$ cat src/rtl/FLP_pkg.sv
// Shared floating-point datapath definitions: IEEE-754 single-precision word
// width and the state encoding of the adder issuer.
package FLP_pkg;

  localparam int OVERALL_BITS = 32;

  typedef enum logic [1:0] {
    ISSUER_IDLE  = 2'd0,
    ISSUER_RUN   = 2'd1,
    ISSUER_DRAIN = 2'd2
  } flp_issuer_state_t;

endpackage

$ cat src/rtl/flp_result_fifo.sv
// Synchronous result FIFO: registered storage (not reset), head visible the
// cycle after a push, occupancy count exported for credit accounting.
module flp_result_fifo #(
  parameter int DEPTH = 8,
  parameter int WIDTH = 32
) (
  input  logic                     clk,
  input  logic                     reset,
  input  logic                     push,
  input  logic [WIDTH-1:0]         push_data,
  input  logic                     pop,
  output logic [WIDTH-1:0]         head,
  output logic                     empty,
  output logic                     full,
  output logic [$clog2(DEPTH):0]   count
);

  localparam int AW = $clog2(DEPTH);
  localparam int CW = AW + 1;

  logic [WIDTH-1:0] mem [DEPTH];
  logic [AW-1:0]    wr_ptr;
  logic [AW-1:0]    rd_ptr;
  logic             do_push;
  logic             do_pop;

  assign empty   = (count == '0);
  assign full    = (count == CW'(DEPTH));
  assign do_push = push && !full;
  assign do_pop  = pop && !empty;
  assign head    = mem[rd_ptr];

  always_ff @(posedge clk) begin
    if (do_push) begin
      mem[wr_ptr] <= push_data;
    end
  end

  // Power-of-two depth lets the pointers wrap naturally.
  always_ff @(posedge clk or posedge reset) begin
    if (reset) begin
      wr_ptr <= '0;
      rd_ptr <= '0;
      count  <= '0;
    end else begin
      if (do_push) begin
        wr_ptr <= wr_ptr + AW'(1);
      end
      if (do_pop) begin
        rd_ptr <= rd_ptr + AW'(1);
      end
      case ({do_push, do_pop})
        2'b10:   count <= count + CW'(1);
        2'b01:   count <= count - CW'(1);
        default: count <= count;
      endcase
    end
  end

endmodule

$ cat src/rtl/flp_adder_issuer.sv
// Issues operand bursts into the pipelined FLP adder and buffers its results,
// throttled by a credit limit. Build option FLP_ISSUER_ERR_CHECK_EN enables err.
module flp_adder_issuer
  import FLP_pkg::*;
#(
  parameter int FIFO_DEPTH = 8,
  parameter int LEN_BITS   = 16
) (
  input  logic                    clk,
  input  logic                    reset,
  input  logic                    cmd_start,
  input  logic [LEN_BITS-1:0]     cmd_len,
  output logic                    cmd_busy,
  output logic                    cmd_done,
  input  logic                    op_valid,
  output logic                    op_ready,
  input  logic [OVERALL_BITS-1:0] op_a,
  input  logic [OVERALL_BITS-1:0] op_b,
  output logic                    adder_start,
  output logic [OVERALL_BITS-1:0] adder_a,
  output logic [OVERALL_BITS-1:0] adder_b,
  input  logic [OVERALL_BITS-1:0] adder_result,
  input  logic                    adder_done,
  output logic                    res_valid,
  input  logic                    res_ready,
  output logic [OVERALL_BITS-1:0] res_data,
  output logic                    err
);

  localparam int CW = $clog2(FIFO_DEPTH) + 1;
  localparam logic [CW:0] CREDIT_LIMIT = (CW+1)'(FIFO_DEPTH);

  flp_issuer_state_t   state;
  flp_issuer_state_t   state_nxt;
  logic [LEN_BITS-1:0] issue_rem;
  logic [LEN_BITS-1:0] out_rem;
  logic [CW-1:0]       inflight;
  logic [CW-1:0]       fifo_cnt;
  logic                fifo_empty;
  logic                fifo_full;
  logic                op_fire;
  logic                push;
  logic                pop;
  logic                done_nxt;

  // Credit: every issued op owns a FIFO slot until its result is popped.
  assign op_ready  = (state == ISSUER_RUN) && (issue_rem != '0) &&
                     (({1'b0, inflight} + {1'b0, fifo_cnt}) < CREDIT_LIMIT);
  assign op_fire   = op_valid && op_ready;
  assign push      = adder_done && (inflight != '0);
  assign res_valid = !fifo_empty;
  assign pop       = res_valid && res_ready;
  assign cmd_busy  = (state != ISSUER_IDLE);

  always_comb begin
    state_nxt = state;
    done_nxt  = 1'b0;
    case (state)
      ISSUER_IDLE: begin
        if (cmd_start) begin
          if (cmd_len == '0) begin
            done_nxt = 1'b1;
          end else begin
            state_nxt = ISSUER_RUN;
          end
        end
      end
      ISSUER_RUN: begin
        if (op_fire && (issue_rem == LEN_BITS'(1))) begin
          state_nxt = ISSUER_DRAIN;
        end
      end
      ISSUER_DRAIN: begin
        if (pop && (out_rem == LEN_BITS'(1))) begin
          state_nxt = ISSUER_IDLE;
          done_nxt  = 1'b1;
        end
      end
      default: state_nxt = ISSUER_IDLE;
    endcase
  end

  always_ff @(posedge clk or posedge reset) begin
    if (reset) begin
      state       <= ISSUER_IDLE;
      cmd_done    <= 1'b0;
      issue_rem   <= '0;
      out_rem     <= '0;
      inflight    <= '0;
      adder_start <= 1'b0;
      adder_a     <= '0;
      adder_b     <= '0;
    end else begin
      state       <= state_nxt;
      cmd_done    <= done_nxt;
      adder_start <= op_fire;
      if (op_fire) begin
        adder_a <= op_a;
        adder_b <= op_b;
      end
      if ((state == ISSUER_IDLE) && cmd_start) begin
        issue_rem <= cmd_len;
        out_rem   <= cmd_len;
      end else begin
        if (op_fire) begin
          issue_rem <= issue_rem - LEN_BITS'(1);
        end
        if (pop && (out_rem != '0)) begin
          out_rem <= out_rem - LEN_BITS'(1);
        end
      end
      case ({op_fire, push})
        2'b10:   inflight <= inflight + CW'(1);
        2'b01:   inflight <= inflight - CW'(1);
        default: inflight <= inflight;
      endcase
    end
  end

  flp_result_fifo #(
    .DEPTH (FIFO_DEPTH),
    .WIDTH (OVERALL_BITS)
  ) u_fifo (
    .clk       (clk),
    .reset     (reset),
    .push      (push && !fifo_full),
    .push_data (adder_result),
    .pop       (pop),
    .head      (res_data),
    .empty     (fifo_empty),
    .full      (fifo_full),
    .count     (fifo_cnt)
  );

`ifdef FLP_ISSUER_ERR_CHECK_EN
  // Sticky: stray adder result or a push the credit scheme should have prevented.
  always_ff @(posedge clk or posedge reset) begin
    if (reset) begin
      err <= 1'b0;
    end else if ((adder_done && (inflight == '0)) || (push && fifo_full)) begin
      err <= 1'b1;
    end else begin
      err <= err;
    end
  end
`else
  assign err = 1'b0;
`endif

endmodule

$ cat config.mk
export PLATFORM = sky130hd
export DESIGN_NAME = flp_adder_issuer
export DESIGN_NICKNAME = d
export VERILOG_FILES = /design/src/rtl/FLP_pkg.sv /design/src/rtl/flp_result_fifo.sv /design/src/rtl/flp_adder_issuer.sv
export SDC_FILE = /design/constraint.sdc
export NUM_CORES = 1
export LEC_CHECK = 0
export ABC_AREA = 1
export BUFFER_PORTS_ARGS = -buffer_cell sky130_fd_sc_hd__clkbuf_2
export CORE_ASPECT_RATIO = 1.25
export CORE_MARGIN = 4
export CORE_UTILIZATION = 23
export CTS_BUF_LIST = sky130_fd_sc_hd__clkbuf_4 sky130_fd_sc_hd__clkbuf_8
export DETAILED_ROUTE_END_ITERATION = 10
export PLACE_DENSITY_LB_ADDON = 0.3
export SKIP_CTS_REPAIR_TIMING = 1
export SLEW_MARGIN = 20
export SYNTH_ARGS = -nofsm -noshare
export SYNTH_HDL_FRONTEND = slang
export SYNTH_SLANG_ARGS = --single-unit
$ cat constraint.sdc
create_clock -name clk -period 5 [get_ports clk]
set_input_delay 1 -clock clk [delete_from_list [all_inputs] [get_ports clk]]
set_output_delay 1 -clock clk [all_outputs]
set_load 0.01 [all_outputs]
-- After elaboration in Yosys (flattened, before gate mapping)
Memory sizes are Yosys's and may differ from the RTL's.
Cells that the tools add are included.
- RAM bits: 256
- bits in registers: 114
- bits of input ports: 118
- output and inout bits: 102
- logic and storage cells: 78
- memories: 1
- memories (memory ; words ; bits a word ; rd ports ; clocked after Yosys merged registers in ; write ports ; line ; text):
    u_fifo.mem ; 8 ; 32 ; 1 ; 0 ; 1 ; flp_result_fifo.sv:21 ; logic [WIDTH-1:0] mem [DEPTH];
- muxes and demuxes: 17
- reductions and logical operators: 26
- equal/unequal tests: 13
- $lt $le $gt $ge: 1
- $add $sub $neg: 9
- operators with widths (operator ; count):
    $mux W16 ; 4
    $eq A16 B1 Y1 const B ; 2
    $reduce_bool A16 Y1 ; 2
    $sub A16 B1 Y16 const B ; 2
    $logic_not A16 Y1 ; 1
    $pmux W4 S2 ; 2
    $logic_and A1 B1 Y1 ; 12
    $reduce_bool A2 Y1 ; 5
    $add A4 B1 Y4 const B ; 2
    $mux W2 ; 4
    $sub A4 B1 Y4 const B ; 2
    $add A3 B1 Y3 const B ; 2
    $eq A2 B1 Y1 const B ; 3
    $eq A2 B2 Y1 const B ; 3
    $ne A2 B2 Y1 const B ; 3
    $pmux W2 S3 ; 1
    $add A4 B4 Y5 ; 1
    $lt A5 B4 Y1 const B ; 1
    $mux W1 ; 5
    $eq A4 B4 Y1 const B ; 1
    $logic_not A4 Y1 ; 1
    $reduce_and A4 Y1 ; 1
    $reduce_bool A4 Y1 ; 1
    $logic_not A1 Y1 ; 2
    other kinds (3) ; 3

-- Logic depth before layout (Yosys ltp)
- word-level depth: 7
- gate-level depth with buffers: 15
- depth with buffers taken out: 14

-- By module
From an unflattened synthesis, not the netlist that was laid out.
- cell total of the unflattened synthesis: 1885
- area, all modules: 16902.5 um2
- modules (own cells, without submodules) (module ; cells each ; instances ; area an instance (um2) ; sequential area each (um2)):
    flp_result_fifo ; 1188 ; 1 ; 11652.4 ; 7937.6
    flp_adder_issuer ; 697 ; 1 ; 5250.0 ; 2602.5

-- Least setup slack after synthesis
Ideal clock, no wire load.
- path kind: input port to flip-flop
- start point: input adder_done
- end point: memory u_fifo.mem[0][0] (enable)
- required time: 4.579 ns
- stages on the path: 4
- arrival time: 2.900 ns
- setup slack: 1.679 ns
- buffers on the path: 0
- setup time: 0.421 ns
- path through: and2_1 nand2_1 or2_2 nor2_1
- cells in the longest elaborated chain, start to end: 5
- RTL lines (item ; line ; text):
    from (decl) ; flp_adder_issuer.sv:23 ; input logic adder_done,
    $logic_and A1 B1 Y1 ; flp_adder_issuer.sv:50 ; assign push = adder_done && (inflight != '0);
    $logic_and A1 B1 Y1 ; flp_adder_issuer.sv:126 ; .push (push && !fifo_full),
    $logic_and A1 B1 Y1 ; flp_result_fifo.sv:29 ; assign do_push = push && !full;
    $mux W1 ; flp_result_fifo.sv:34 ; if (do_push) begin
    $mux W1 (not written as such) ; flp_result_fifo.sv:35 ; mem[wr_ptr] <= push_data;
    to (decl) ; flp_result_fifo.sv:21 ;
Every way passes these cells.

-- Final worst setup path
- start point: register u_fifo.rd_ptr[0]
- end point: output res_data[10]
- cells in the longest elaborated chain, start to end: 1
- RTL lines (item ; line ; text):
    from (decl) ; flp_result_fifo.sv:23 ; logic [AW-1:0] rd_ptr;
    from (signal assigned) ; flp_result_fifo.sv:50 ; rd_ptr <= rd_ptr + AW'(1);
    $mem_v2 Z8 W32 ; - ;
    to (decl) ; flp_adder_issuer.sv:26 ; output logic [OVERALL_BITS-1:0] res_data,
Every way passes these cells.

==> flow_metrics.tcl <==
set metrics [dict create \
    outcome "completed" \
    post_drt_wl_per_cell_um 15.82 \
    hold_path_class "input pin to asynchronous set/reset pin" \
    synthFlopType "edfxtp_1" \
    grt-ovfl-total 0 \
    instances_no_fill 2667 \
    clkSlewWorstSetupHoldPaths_ns 0.06 \
    synth.largest_area_cell "edfxtp_1" \
    syn_inst 1508 \
    irDropWorstVdd_v 0.0003908 \
    start_util 0.2315 \
    dp_cells 2545 \
    cts_made_buffers 67 \
    hold_viol 0 \
    antenna_found_initial 3 \
    critical_path_class "register to output pin" \
    synth_area_leaders "edfxtp_1 (49%), dfrtp_1 (18%), nand2_1 (11%)" \
    avgViaCountPerCell 4.343 \
    p_leak_nw 8.002 \
    ant_nets 0 \
    timing.final.setup_violations 0 \
    period_share 0.8031 \
    rows 107 \
    synth_warnings 0 \
    die_h_um 300.5 \
    area_growth_syn_to_layout_pct 21.64 \
    period_minus_slack_ns 4.015 \
    core-area_um2 68010 \
    synthArstFlopShare 0.3081 \
    maxSlewHeadroom 0.2871 \
    drt_pass1_iterations 5 \
    clk_latency_ns 0.63 \
    h-tree-depth 3 \
    nets 1877 \
    worst_pin_slew_ns 1.069 \
    die_area_um2 72740 \
    drc 0 \
    clock_skew_ns 0.02493 \
    dp_hpwl_um 25510 \
    synth_top_cell_area_share 0.4882 \
    drv_slew 0 \
    drive_above_1_share 0.2058 \
    synth_area_um2 15750 \
    end_kind "output pin" \
    crit_required_ns 4.00 \
    synth-edff-count 256 \
    start_kind "register" \
    io_buffers 218 \
    max_freq_mhz 249.0 \
    die_x_um 242.0 \
    place_congestion 0.7808 \
    drv_cap 0 \
    synth_seq_area_share 0.6694 \
    crit_path_max_fanout 98 \
    synth-seq-cells 370 \
    cts_tree "yes" \
    io_pins 220 \
    synth_nets 1643 \
    setup_tns_ns 0 \
    clockBufferDepth 3 \
    numClockSinks 370 \
    syn_avg_cell_area_um2 10.44 \
    setup_slack_ns 0.9847 \
    pre_cts_ws_ns 1.627 \
    grt_usage 0.1141 \
    grt_pass1_wl_um 66010 \
    cp.arrival_ns 3.02 \
    vias 11582 \
    cts-root-buf "clkbuf_8" \
    powerDensity_nw_per_um2 620.8 \
    grt_max_degree 131 \
    first_global_vias 11917 \
    drt_iter0_drc 659 \
    wirelength_um 42200 \
    rsz0062_at_grt "no" \
    synth.distinct_cells 35 \
]
[cells in the final DEF (no fill, tap or decap), drive strengths merged, types with 2 or more instances in the layout]
master	synthesis	final
nand3	56	56
xor2	10	10
xnor2	4	4
a21oi	14	14
dfrtp	114	114
buf	37	19
nor2	276	276
clkinv	1	24
fa	2	2
o32ai	64	64
nand2	457	457
nand4	3	3
o21ai	95	95
clkbuf	35	305
diode	0	2
edfxtp	256	256
bufinv	0	3
ha	15	15
inv	61	67
[worst max-delay path, stage by stage, from the launching register on]
cell	delay [ns]
dfrtp_4	0.65
buf_4	0.77
nor2_1	0.12
o32ai_1	0.33
nand2_1	0.09
nand2_1	0.12
clkbuf_2	0.15
[per-layer routing]
metal,up-vias,global-route usage,share of wire
li1,5570,-,-
met1,5594,0.1299,0.41
met2,335,0.2005,0.49
met3,81,0.03901,0.077
met4,2,0.03926,0.023
met5,-,0,0.00031
[metrics by stage]
stage / total power, mW / cell area, um2 / hold WS [ns] / util
6_report: 11.89 / 19150 / 0.4147 / 0.2816
3_3_place_gp: 9.085 / 17810 / 0.4615 / 0.2619
5_1_grt: 12.91 / 19150 / 0.4271 / 0.2816
4_1_cts: 12.17 / 19150 / 0.3699 / 0.2816
2_1_floorplan: 7.525 / 15750 / 0.4742 / -
3_5_place_dp: 9.164 / 17810 / 0.4647 / 0.2619
[flip-flops by register name, summed over array words and instances, names as in the netlist]
register       count
adder_a           32
adder_b           32
adder_start        1
cmd_done           1
inflight           4
issue_rem         16
out_rem           16
state              2
u_fifo.count       4
u_fifo.mem       256
u_fifo.rd_ptr      3
u_fifo.wr_ptr      3
[where the power goes]
part	internal [mW]	switching (mW)
sequential	4.05	0.419
clock	1.59	1.31
combinational	1.50	3.02
total	7.14	4.75
[cell usage after synthesis, types with 5 or more instances]
master    count
o21ai_0      87
o21ai_1       8
dfrtp_1     114
edfxtp_1    256
nor2_4        5
ha_1         15
nand3_1      55
nor2_1      269
inv_1        59
nand2_1     453
buf_4         9
xor2_1       10
o32ai_1      64
clkbuf_1     35
buf_2        23
a21oi_1      14
[logic make-up (layout without fill, tap and decap cells)]
logic type,after synthesis,after routing,synth area share
flops,370,370,0.6694
compound gates,174,174,0.07064
simple gates,798,798,0.2002
fa+ha+maj,17,17,0.01446
xor+xnor,14,14,0.007787
buf+inv,134,419,0.03735
other cells,1,3,0.0002382
[area by class of cell]
cell class | instances | area [um2]
Multi-Input combinational cell | 1004 | 4678
Inverter | 62 | 237.7
Clock inverter | 33 | 256.5
Tap cell | 872 | 1091
Antenna cell | 2 | 5.005
Clock buffer | 87 | 1079
Fill cell | 7120 | 48860
Sequential cell | 370 | 10550
Timing Repair Buffer | 237 | 1259
[path summary, 6_finish.rpt]
kind                       slack (ns)             start                to  cells after the start
max in group asynchronous        3.66             reset       adder_a[10]                      3
min                              0.41             reset       adder_b[19]                      2
min in group clk                 0.48        adder_b[5]        adder_b[5]                      2
min reg2reg                      0.48        adder_b[5]        adder_b[5]                      2
max                              0.98  u_fifo.rd_ptr[0]      res_data[10]                      6
max reg2reg                      2.37       inflight[1]  u_fifo.mem[6][1]                      7
No activity file was read; power rests on OpenSTA's default activity.
